File: src/rtl/ibex_rf_wb_arbiter_pkg.sv
// ibex_rf_wb_arbiter_pkg: shared register-address type, write-back source select and address compare key
package ibex_rf_wb_arbiter_pkg;

    typedef logic [4:0] rf_addr_t;

    typedef enum logic [1:0] {WB_LSU, WB_SKID, WB_EX} wb_src_e;

    function automatic rf_addr_t addr_key(rf_addr_t a, logic rv32e);
        return rv32e ? {1'b0, a[3:0]} : a;
    endfunction

endpackage

File: src/rtl/ibex_rf_wb_arbiter_if.sv
// ibex_rf_wb_arbiter_if: EX, LSU, ID and RF write-port signals around the write-back arbiter
interface ibex_rf_wb_arbiter_if #(
    parameter int unsigned DataWidth = 32
);
    import ibex_rf_wb_arbiter_pkg::*;

    logic                 ex_we;
    rf_addr_t             ex_waddr;
    logic [DataWidth-1:0] ex_wdata;
    logic                 ex_ready;
    logic                 lsu_req;
    rf_addr_t             lsu_rd;
    logic                 lsu_req_ready;
    logic                 lsu_rvalid;
    logic [DataWidth-1:0] lsu_rdata;
    logic                 lsu_err;
    logic                 id_ren_a;
    logic                 id_ren_b;
    rf_addr_t             id_raddr_a;
    rf_addr_t             id_raddr_b;
    logic                 id_we;
    rf_addr_t             id_waddr;
    logic                 stall;
    logic                 rf_we;
    rf_addr_t             rf_waddr;
    logic [DataWidth-1:0] rf_wdata;

    modport master (
        output ex_we, ex_waddr, ex_wdata, lsu_req, lsu_rd, lsu_rvalid, lsu_rdata, lsu_err,
               id_ren_a, id_ren_b, id_raddr_a, id_raddr_b, id_we, id_waddr,
        input  ex_ready, lsu_req_ready, stall, rf_we, rf_waddr, rf_wdata
    );

    modport slave (
        input  ex_we, ex_waddr, ex_wdata, lsu_req, lsu_rd, lsu_rvalid, lsu_rdata, lsu_err,
               id_ren_a, id_ren_b, id_raddr_a, id_raddr_b, id_we, id_waddr,
        output ex_ready, lsu_req_ready, stall, rf_we, rf_waddr, rf_wdata
    );

endinterface

File: src/rtl/ibex_rd_fifo.sv
// ibex_rd_fifo: in-order FIFO of outstanding load destinations, exposing every slot for hazard checks
module ibex_rd_fifo
    import ibex_rf_wb_arbiter_pkg::*;
#(
    parameter int unsigned Depth = 2
) (
    input  logic                 clk_i,
    input  logic                 rst_ni,
    input  logic                 push_i,
    input  rf_addr_t             rd_i,
    input  logic                 pop_i,
    output logic                 full_o,
    output logic                 empty_o,
    output rf_addr_t             head_o,
    output logic     [Depth-1:0] valid_o,
    output rf_addr_t [Depth-1:0] entries_o
);
    localparam int unsigned PtrW = Depth > 1 ? $clog2(Depth) : 1;

    logic     [PtrW-1:0]  wptr, rptr;
    logic     [Depth-1:0] valid;
    rf_addr_t [Depth-1:0] mem;
    logic                 push, pop;

    function automatic logic [PtrW-1:0] ptr_inc(logic [PtrW-1:0] p);
        return p == PtrW'(Depth - 1) ? '0 : p + 1'b1;
    endfunction

    assign full_o    = &valid;
    assign empty_o   = ~|valid;
    assign push      = push_i & ~full_o;
    assign pop       = pop_i & ~empty_o;
    assign head_o    = mem[rptr];
    assign valid_o   = valid;
    assign entries_o = mem;

    always_ff @(posedge clk_i or negedge rst_ni) begin
        if (!rst_ni) begin
            wptr  <= '0;
            rptr  <= '0;
            valid <= '0;
        end else begin
            wptr  <= push ? ptr_inc(wptr) : wptr;
            rptr  <= pop ? ptr_inc(rptr) : rptr;
            valid <= (valid | (push ? Depth'(1) << wptr : '0)) & ~(pop ? Depth'(1) << rptr : '0);
        end
    end

    always_ff @(posedge clk_i) begin
        if (push) mem[wptr] <= rd_i;
    end

    pop_not_empty: assert property (@(posedge clk_i) disable iff (!rst_ni) pop_i |-> !empty_o);

endmodule

File: src/rtl/ibex_rf_wb_arbiter.sv
// ibex_rf_wb_arbiter: merges EX results and load responses onto the RF write port and stalls ID on load hazards
module ibex_rf_wb_arbiter
    import ibex_rf_wb_arbiter_pkg::*;
#(
    parameter bit          RV32E     = 1'b0,
    parameter int unsigned DataWidth = 32,
    parameter int unsigned LoadDepth = 2
) (
    input logic                 clk_i,
    input logic                 rst_ni,
    ibex_rf_wb_arbiter_if.slave bus
);
    logic                     fifo_full, fifo_empty;
    rf_addr_t                 fifo_head;
    logic     [LoadDepth-1:0] fifo_valid;
    rf_addr_t [LoadDepth-1:0] fifo_entries;
    logic                     rsp, ex_acc, skid_valid;
    rf_addr_t                 skid_addr, waddr;
    logic     [DataWidth-1:0] skid_data;
    wb_src_e                  src;

    ibex_rd_fifo #(.Depth(LoadDepth)) u_rd_fifo (
        .clk_i     (clk_i),
        .rst_ni    (rst_ni),
        .push_i    (bus.lsu_req),
        .rd_i      (bus.lsu_rd),
        .pop_i     (bus.lsu_rvalid),
        .full_o    (fifo_full),
        .empty_o   (fifo_empty),
        .head_o    (fifo_head),
        .valid_o   (fifo_valid),
        .entries_o (fifo_entries)
    );

    function automatic logic nz(rf_addr_t a);
        return addr_key(a, RV32E) != '0;
    endfunction

    function automatic logic is_pend(rf_addr_t r, logic [LoadDepth-1:0] v, rf_addr_t [LoadDepth-1:0] e,
                                     logic sv, rf_addr_t sa);
        logic hit;
        hit = sv & (addr_key(sa, RV32E) == addr_key(r, RV32E));
        for (int i = 0; i < LoadDepth; i++) hit |= v[i] & (addr_key(e[i], RV32E) == addr_key(r, RV32E));
        return nz(r) & hit;
    endfunction

    // A response occupies the port even when it faults or targets x0
    assign rsp               = bus.lsu_rvalid & ~fifo_empty;
    assign ex_acc            = bus.ex_we & ~skid_valid;
    assign bus.ex_ready      = ~skid_valid;
    assign bus.lsu_req_ready = ~fifo_full;

    always_comb begin
        src          = rsp ? WB_LSU : skid_valid ? WB_SKID : WB_EX;
        waddr        = src == WB_LSU ? fifo_head : src == WB_SKID ? skid_addr : bus.ex_waddr;
        bus.rf_waddr = waddr;
        bus.rf_wdata = src == WB_LSU ? bus.lsu_rdata : src == WB_SKID ? skid_data : bus.ex_wdata;
        bus.rf_we    = (src == WB_LSU ? ~bus.lsu_err : src == WB_SKID ? 1'b1 : bus.ex_we) & nz(waddr);
    end

    always_comb begin
        bus.stall = (bus.id_ren_a & is_pend(bus.id_raddr_a, fifo_valid, fifo_entries, skid_valid, skid_addr))
                  | (bus.id_ren_b & is_pend(bus.id_raddr_b, fifo_valid, fifo_entries, skid_valid, skid_addr))
                  | (bus.id_we    & is_pend(bus.id_waddr,   fifo_valid, fifo_entries, skid_valid, skid_addr));
    end

    always_ff @(posedge clk_i or negedge rst_ni) begin
        if (!rst_ni) begin
            skid_valid <= 1'b0;
            skid_addr  <= '0;
            skid_data  <= '0;
        end else begin
            skid_valid <= skid_valid ? rsp : ex_acc & rsp;
            skid_addr  <= ex_acc & rsp ? bus.ex_waddr : skid_addr;
            skid_data  <= ex_acc & rsp ? bus.ex_wdata : skid_data;
        end
    end

endmodule

File: src/flat_wrapper.sv
// flat-port wrapper written by rule: the top's interface ports become plain ports
module ibex_rf_wb_arbiter_flat import ibex_rf_wb_arbiter_pkg::*;
#(
    parameter bit          RV32E     = 1'b0,
    parameter int unsigned DataWidth = 32,
    parameter int unsigned LoadDepth = 2
)
  (clk_i, rst_ni, bus_ex_we, bus_ex_waddr, bus_ex_wdata, bus_lsu_req, bus_lsu_rd, bus_lsu_rvalid, bus_lsu_rdata, bus_lsu_err, bus_id_ren_a, bus_id_ren_b, bus_id_raddr_a, bus_id_raddr_b, bus_id_we, bus_id_waddr, bus_ex_ready, bus_lsu_req_ready, bus_stall, bus_rf_we, bus_rf_waddr, bus_rf_wdata);
  ibex_rf_wb_arbiter_if #(.DataWidth(DataWidth)) bus_i ();
  input logic clk_i;
  input logic rst_ni;
  input wire logic [$bits(bus_i.ex_we)-1:0] bus_ex_we;
  input wire logic [$bits(bus_i.ex_waddr)-1:0] bus_ex_waddr;
  input wire logic [$bits(bus_i.ex_wdata)-1:0] bus_ex_wdata;
  input wire logic [$bits(bus_i.lsu_req)-1:0] bus_lsu_req;
  input wire logic [$bits(bus_i.lsu_rd)-1:0] bus_lsu_rd;
  input wire logic [$bits(bus_i.lsu_rvalid)-1:0] bus_lsu_rvalid;
  input wire logic [$bits(bus_i.lsu_rdata)-1:0] bus_lsu_rdata;
  input wire logic [$bits(bus_i.lsu_err)-1:0] bus_lsu_err;
  input wire logic [$bits(bus_i.id_ren_a)-1:0] bus_id_ren_a;
  input wire logic [$bits(bus_i.id_ren_b)-1:0] bus_id_ren_b;
  input wire logic [$bits(bus_i.id_raddr_a)-1:0] bus_id_raddr_a;
  input wire logic [$bits(bus_i.id_raddr_b)-1:0] bus_id_raddr_b;
  input wire logic [$bits(bus_i.id_we)-1:0] bus_id_we;
  input wire logic [$bits(bus_i.id_waddr)-1:0] bus_id_waddr;
  output wire logic [$bits(bus_i.ex_ready)-1:0] bus_ex_ready;
  output wire logic [$bits(bus_i.lsu_req_ready)-1:0] bus_lsu_req_ready;
  output wire logic [$bits(bus_i.stall)-1:0] bus_stall;
  output wire logic [$bits(bus_i.rf_we)-1:0] bus_rf_we;
  output wire logic [$bits(bus_i.rf_waddr)-1:0] bus_rf_waddr;
  output wire logic [$bits(bus_i.rf_wdata)-1:0] bus_rf_wdata;
  assign bus_i.ex_we = bus_ex_we;
  assign bus_i.ex_waddr = bus_ex_waddr;
  assign bus_i.ex_wdata = bus_ex_wdata;
  assign bus_i.lsu_req = bus_lsu_req;
  assign bus_i.lsu_rd = bus_lsu_rd;
  assign bus_i.lsu_rvalid = bus_lsu_rvalid;
  assign bus_i.lsu_rdata = bus_lsu_rdata;
  assign bus_i.lsu_err = bus_lsu_err;
  assign bus_i.id_ren_a = bus_id_ren_a;
  assign bus_i.id_ren_b = bus_id_ren_b;
  assign bus_i.id_raddr_a = bus_id_raddr_a;
  assign bus_i.id_raddr_b = bus_id_raddr_b;
  assign bus_i.id_we = bus_id_we;
  assign bus_i.id_waddr = bus_id_waddr;
  assign bus_ex_ready = bus_i.ex_ready;
  assign bus_lsu_req_ready = bus_i.lsu_req_ready;
  assign bus_stall = bus_i.stall;
  assign bus_rf_we = bus_i.rf_we;
  assign bus_rf_waddr = bus_i.rf_waddr;
  assign bus_rf_wdata = bus_i.rf_wdata;
  ibex_rf_wb_arbiter #(.RV32E(RV32E), .DataWidth(DataWidth), .LoadDepth(LoadDepth)) u_core (.clk_i(clk_i), .rst_ni(rst_ni), .bus(bus_i));
endmodule
File: config.mk
export PLATFORM = sky130hd
export DESIGN_NAME = ibex_rf_wb_arbiter_flat
export DESIGN_NICKNAME = d
export VERILOG_FILES = /design/src/rtl/ibex_rf_wb_arbiter_pkg.sv /design/src/rtl/ibex_rf_wb_arbiter_if.sv /design/src/rtl/ibex_rd_fifo.sv /design/src/rtl/ibex_rf_wb_arbiter.sv /design/src/flat_wrapper.sv
export SDC_FILE = /design/constraint.sdc
export NUM_CORES = 1
export LEC_CHECK = 0
export ABC_AREA = 1
export ABC_CLOCK_PERIOD_IN_PS = 1500
export CAP_MARGIN = 30
export CORE_MARGIN = 5
export CORE_UTILIZATION = 41
export CTS_CLUSTER_DIAMETER = 100
export DETAILED_ROUTE_END_ITERATION = 10
export PLACE_DENSITY = 0.75
export RECOVER_POWER = 50
export SYNTH_ARGS = -nofsm -noshare
export SYNTH_HDL_FRONTEND = slang
export SYNTH_SLANG_ARGS = --single-unit
export TNS_END_PERCENT = 1
File: constraint.sdc
create_clock -name clk_i -period 1.5 [get_ports clk_i]
set_input_delay 0.3 -clock clk_i [delete_from_list [all_inputs] [get_ports clk_i]]
set_output_delay 0.3 -clock clk_i [all_outputs]
set_load 0.03 [all_outputs]
==> reports/metrics.yaml, run 1 <==
status: "finished with violations"
violations: "negative setup slack"
grt_max_degree: 25
clkSinkCount: 52
grt_pass1_wl_um: 21500
worst_pin_slew_ns: 0.527
clock-skew-final_ns: 0.00784
finalNetCount: 811
synth_area_per_cell_um2: 7.14
avgRoutedWirePerCell_um: 16.5
vias: 4186
finalHoldViolCount: 0
pre_cts_slack_ns: -0.557
synthDistinctLibCells: 23
worstHoldPathType: "input pin to asynchronous set/reset pin"
syn_area_um2: 3670
dpl.hpwl_um: 10400
port_buffers: 138
drt_iter0_drc: 185
yosysTopAreaCellShare: 0.286
fp.dieW_um: 105
setup_viol: 76
cts_max_level: 2
cts_root_buffer: "clkbuf_8"
critPathKind: "flip-flop to primary output"
fmax_mhz: 482
dp.cells: 809
start_kind: "flip-flop"
maxSlewViolCount: 0
antenna_cells: 0
die_area_um2: 10900
mostFrequentLayoutCell: "nand2_1"
cp_max_fo: 24
antenna_found_initial: 0
finish.utilization: 0.745
antenna_left: 0
die-height_um: 105
yosys_warnings: 0
gr-total-overflow: 0
layout.cells.non_filler: 822
multi_input_area_um2: 2610
period_needed_ns: 2.08
grt_setup_unrepaired: "true"
core_area_um2: 8720
ir_drop_v: 0.00102
drc: 0
max_cap_viol_count: 0
ys_seq_area_frac: 0.368
synth_top_cell_by_area: "dfrtp_1"
cts_tree: "done"
crit_required_ns: 1.20
leakagePower_nw: 3.10
clock_latency_ns: 0.32
routed_wl_um: 13600
final_layout_size_suffix_gt1_frac: 0.304
track_usage: 0.239
routabilityCongestion: 0.923
seqCellArea_um2: 1350
synth_nets: 612
clk_pin_slew_ns: 0.11
mostFrequentLayoutCells: "nand2_1, clkdlybuf4s50_1, nor2_1, buf_4, dfrtp_1"
relSlewSlack: 0.649
cts_buffer_depth: 2
netlist_instances: 514
crit_path_end_kind: "primary output"
numCtsBuffers: 5
cp.arrival_ns: 1.78
area_growth_pct: 77.0
first_global_vias: 4295
fillers: 637
start_util: 0.421
synth_seq_cells: 52
ioPinCount: 139
synthTopCellsByArea: "dfrtp_1, nand2_1, mux2_4"
fin_crit_sh: 1.38
rows: 34
power_density_nw_per_um2: 1640
viasPerCell: 5.09
setup_ws_ns: -0.575
dr.pass1.iters: 5
## worst paths after layout
path | startpoint | endpoint | slack [ns] | depth (start not counted)
hold reg to reg | u_core.skid_data[26] | u_core.skid_data[26] | 0.52 | 1
max in group asynchronous | rst_ni | u_core.skid_addr[1] | 0.23 | 3
setup / recovery | u_core.u_rd_fifo.valid_o[1] | bus_rf_wdata[19] | -0.58 | 7
hold / removal | rst_ni | u_core.skid_data[18] | 0.47 | 2
setup reg to reg | u_core.u_rd_fifo.valid_o[1] | u_core.skid_data[25] | -0.20 | 7
min in group clk_i | u_core.skid_data[26] | u_core.skid_data[26] | 0.52 | 1
## state kept, by name (all words and copies together), names as in the netlist
register                    count
u_core.skid_addr                5
u_core.skid_data               32
u_core.u_rd_fifo.rptr           1
u_core.u_rd_fifo.wptr           1
u_core.u_rd_fifo.valid_o        2
u_core.skid_valid               1
u_core.u_rd_fifo.entries_o     10
## kinds of logic after synthesis
group                  share of synthesized area
AND/OR/NAND/NOR                            0.314
buffers and inverters                     0.0811
AO/OA/AOI/OAI                              0.103
flip-flops                                 0.368
multiplexers                               0.129
XOR/XNOR                                 0.00477
## worst max-delay path, stage by stage, from the launching register on
cell and delay (ns):
dfrtp_1 0.41, buf_4 0.15, o21ai_4 0.14, buf_12 0.16
buf_12 0.17, nor2_1 0.08, a31oi_4 0.14, buf_4 0.18
## final cells by class
type | instances | area share
multi-input combinational | 395 | 0.402
tap | 108 | 0.0208
clock inverter | 2 | 0.00212
clock buffer | 6 | 0.0127
sequential | 52 | 0.208
timing repair buffer | 214 | 0.328
inverter | 45 | 0.0266
## cell usage after synthesis (all sizes together)
cell and number:
a21oi 2, a31oi 32, buf 18, clkbuf 4
clkinv 1, dfrtp 42, edfxtp 10, inv 44
mux2 32, nand2 199, nand3 17, nand4 3
nor2 77, o211ai 1, o21a 1, o21ai 28
o2bb2ai 1, xor2 2
## power breakdown
group / switching [mW] / internal [mW] / leakage, nW / total (mW)
Combinational: 3.62 / 3.50 / 2.46 / 7.12
Clock: 0.531 / 0.380 / 0.0516 / 0.910
Sequential: 0.533 / 2.09 / 0.590 / 2.62
## per-stage QoR
stage / total power, mW / instance area [um^2] / TNS, ns / hold slack (ns)
detailed placement: 9.12 / 6140 / -37.73 / 0.296
global placement: 9.00 / 6140 / -36.39 / 0.285
finish: 10.6 / 6490 / -26.44 / 0.469
global route: 11.3 / 6490 / -31.26 / 0.511
floorplan: 6.71 / 4250 / -2.61 / 0.00441
CTS: 10.6 / 6450 / -26.45 / 0.471
## metal layers
metal | global-route usage | wire, um
met1 | 0.299 | 5620
met2 | 0.412 | 6660
met3 | 0.0530 | 1010
met4 | 0.0712 | 296
met5 | 0 | 0
## repair_timing
action,4_1_cts,5_1_grt
pin swaps,6,3
gates cloned,1,0
setup buffers,1,2
endpoints found under the hold margin,20,0
hold buffers,1,0
endpoints found under the setup margin,78,78
resized for setup,55,15
Note: power is estimated with default switching activity, not from simulation.
==> run 2, diff against run 1 <==
--- a/config.mk
+++ b/config.mk
@@ -13,5 +13,5 @@
 export CTS_CLUSTER_DIAMETER = 100
 export DETAILED_ROUTE_END_ITERATION = 10
-export PLACE_DENSITY = 0.75
+export PLACE_DENSITY = 0.78
 export RECOVER_POWER = 50
 export SYNTH_ARGS = -nofsm -noshare
==> constraint.sdc (replaced) <==
create_clock -name clk_i -period 1.5 [get_ports clk_i]
set_input_delay 0.225 -clock clk_i [delete_from_list [all_inputs] [get_ports clk_i]]
set_output_delay 0.225 -clock clk_i [all_outputs]
set_load 0.03 [all_outputs]
==> run 2 against run 1 <==
  * Register-to-register slack hardly changed
  * Via count is 1.1% lower
  * Total power shrank 4.1%
  * Flip-flop and latch count unchanged
  * Largest cell class unchanged
  * The run still ends with negative setup slack left
  * Highest routed layer is now met5
  * Worst setup slack better by 0.066 ns
  * Utilization shrank 2.1 points
  * Clock-buffer cell count unchanged
  * Combinational power decreased by 5.3%
  * Final area fell by 2.8%
==> reports/metrics.yaml, run 2 (synthesis gave the netlist of run 1 again) <==
status: "finished with violations"  # unchanged
cp.arrival_ns: 1.78  # about the same
gr-total-overflow: 0  # unchanged
p_total_mw: 10.2  # was 10.6 mW
routabilityCongestion: 0.909  # was 0.923
track_usage: 0.233  # was 0.239
cts_tree: "done"  # unchanged
die_area_um2: 10900  # unchanged
start_kind: "flip-flop"  # unchanged
core_area_um2: 8720  # unchanged
drt_iter0_drc: 195  # was 185
finalNetCount: 800  # was 811
clk_pin_slew_ns: 0.10  # was 0.11 ns
cts_buffer_depth: 2  # unchanged
mostFrequentLayoutCell: "nand2_1"  # unchanged
swShare: 0.437  # was 0.440
antenna_found_initial: 1  # was 0
largest-register: "u_core.skid_data"  # unchanged
pre_cts_slack_ns: -0.455  # was -0.557 ns
crit_path_end_kind: "primary output"  # unchanged
fin_area_um2: 6310  # was 6490 um^2
violations: "negative setup slack"  # unchanged
fp.dieW_um: 105  # unchanged
placed_cell_area_um2: 5910  # was 6140 um^2
largest_reg_flops: 32  # unchanged
antenna_left: 0  # unchanged
worst_pin_slew_ns: 0.520  # was 0.527 ns
worstHoldPathType: "input pin to asynchronous set/reset pin"  # unchanged
dpl.hpwl_um: 10400  # about the same
dr.pass1.iters: 5  # unchanged
clock_latency_ns: 0.31  # was 0.32 ns
clkSinkCount: 52  # unchanged
clkPwrFrac: 0.078  # was 0.086
area_growth_pct: 72.0  # was 77.0%
critPathMaxStageDelay_ns: 0.45  # was 0.41 ns
ioPinCount: 139  # unchanged
crit_slowest_cell: "dfrtp_2"  # was dfrtp_1
setup_viol: 72  # was 76
clock-skew-final_ns: 0.00913  # was 0.00784 ns
numCtsBuffers: 5  # unchanged
maxSlewViolCount: 0  # unchanged
cts_max_level: 2  # unchanged
mostFrequentLayoutCells: "nand2_1, clkdlybuf4s50_1, nor2_1"  # was nand2_1, clkdlybuf4s50_1, nor2_1, buf_4, dfrtp_1
seqPwrFrac: 0.262  # was 0.246
setup_ws_ns: -0.510  # was -0.575 ns
die-height_um: 105  # unchanged
start_util: 0.421  # unchanged
avgRoutedWirePerCell_um: 16.3  # was 16.5 um
drc: 0  # unchanged
period_needed_ns: 2.01  # was 2.08 ns
combPwrFrac: 0.661  # was 0.668
viasPerCell: 5.10  # was 5.09
power_density_nw_per_um2: 1620  # was 1640 nW/um^2
routed_wl_um: 13200  # was 13,600 um
antenna_cells: 0  # unchanged
ir_drop_v: 0.00107  # was 0.00102 V
p_int_mw: 5.75  # was 5.97 mW
critPathKind: "flip-flop to primary output"  # unchanged
vias: 4140  # was 4,186
p_switching_mw: 4.46  # was 4.68 mW
fin_crit_sh: 1.34  # was 1.38
cp_max_fo: 26  # was 24
rows: 34  # unchanged
crit_required_ns: 1.27  # was 1.20 ns
port_buffers: 138  # unchanged
leakagePower_nw: 3.00  # was 3.10 nW
first_global_vias: 4373  # was 4,295
max_cap_viol_count: 0  # unchanged
grt_setup_unrepaired: "true"  # unchanged
fmax_mhz: 498  # was 482 MHz
grt_max_degree: 27  # was 25
grt_pass1_wl_um: 21100  # was 21,500 um
finalHoldViolCount: 0  # unchanged
relSlewSlack: 0.653  # was 0.649
worstRegToRegCells: 6  # was 7
crit_chain: "o21ai_4 > buf_12 > buf_16 > nor2_1 > a31oi_2 > buf_6"  # was buf_4 > o21ai_4 > buf_12 > buf_12 > nor2_1 > a31oi_4 > buf_4
final_layout_size_suffix_gt1_frac: 0.310  # was 0.304
cts_root_buffer: "clkbuf_8"  # unchanged
run 2: changes by cell type in the layout (fill, tap and decap cells not counted), moves of 4 or more:
| cell | previous run | this run |
|---|---|---|
| buf_4 | 72 | 48 |
| nand2_2 | 0 | 8 |
| a31oi_2 | 0 | 18 |
| nand2_4 | 9 | 4 |
| buf_6 | 28 | 42 |
| dlygate4sd2_1 | 4 | 0 |
| nor2_1 | 72 | 61 |
| nor2_2 | 5 | 16 |
| a31oi_4 | 32 | 14 |
run 2: per-stage QoR:
stage / hold WS [ns] / setup TNS (ns) / utilization / std cells
detailed placement: 0.218 / -27.05 / 0.677 / 798
global route: 0.473 / -23.76 / 0.724 / 811
floorplan: -0.0706 / -1.73 / - / 514
finish: 0.442 / -19.75 / 0.724 / 811
CTS: 0.420 / -21.85 / 0.709 / 810
global placement: 0.206 / -24.50 / 0.677 / 798
run 2: layer usage:
layer	GRT usage	vias up	share of wire
li1	-	2030	-
met4	0.0685	2	0.026
met5	0	-	0.00053
met1	0.286	1928	0.41
met3	0.0610	32	0.076
met2	0.401	148	0.49
run 2: area by class of cell:
cell class                 count  area, um^2
multi-input combinational    395        2460
fill                         644        2410
timing repair buffer         203        2100
sequential                    52        1360
inverter                      45         173
tap                          108         135
clock buffer                   6        72.6
clock inverter                 2        11.3
run 2: worst paths after layout:
path / slack, ns / from / endpoint
worst max-delay path: -0.51 / u_core.u_rd_fifo.valid_o[1] / bus_rf_wdata[9]
min in group clk_i: 0.48 / bus_ex_waddr[3] / u_core.skid_addr[3]
worst min-delay path: 0.44 / rst_ni / u_core.skid_data[11]
worst min register to register: 0.52 / u_core.skid_data[27] / u_core.skid_data[27]
max in group asynchronous: 0.28 / rst_ni / u_core.u_rd_fifo.valid_o[1]
worst max register to register: -0.19 / u_core.u_rd_fifo.valid_o[1] / u_core.skid_data[1]
run 2: power by group through the flow:
stage | sequential [mW] | combinational, mW | clock (mW)
2_1_floorplan | 2.44 | 3.92 | 0
3_3_place_gp | 2.61 | 5.98 | 0
3_5_place_dp | 2.62 | 6.12 | 0
4_1_cts | 2.64 | 6.51 | 0.803
5_1_grt | 2.74 | 7.21 | 0.858
6_report | 2.67 | 6.74 | 0.792
run 2: what timing repair did:
action,in CTS,in global routing
gates cloned,0,0
endpoints found under the setup margin,72,83
endpoints found under the hold margin,19,0
hold buffers,1,0
gates resized for setup,48,45
buffers inserted,3,1
pin swaps,3,5
run 2: critical path: cells and delay by family (launching register included):
kind,cells,cell delay [ns]
buffers and inverters,3,0.51
AOI/OAI and AO/OA,2,0.43
DFF,1,0.45
and+or+nand+nor,1,0.08
==> run 3, diff against run 2 <==
- HOLD_SLACK_MARGIN: not set -> 0.03
==> results of run 3 <==
No change in the layout: final DEF, timing and power equal those of run 2.
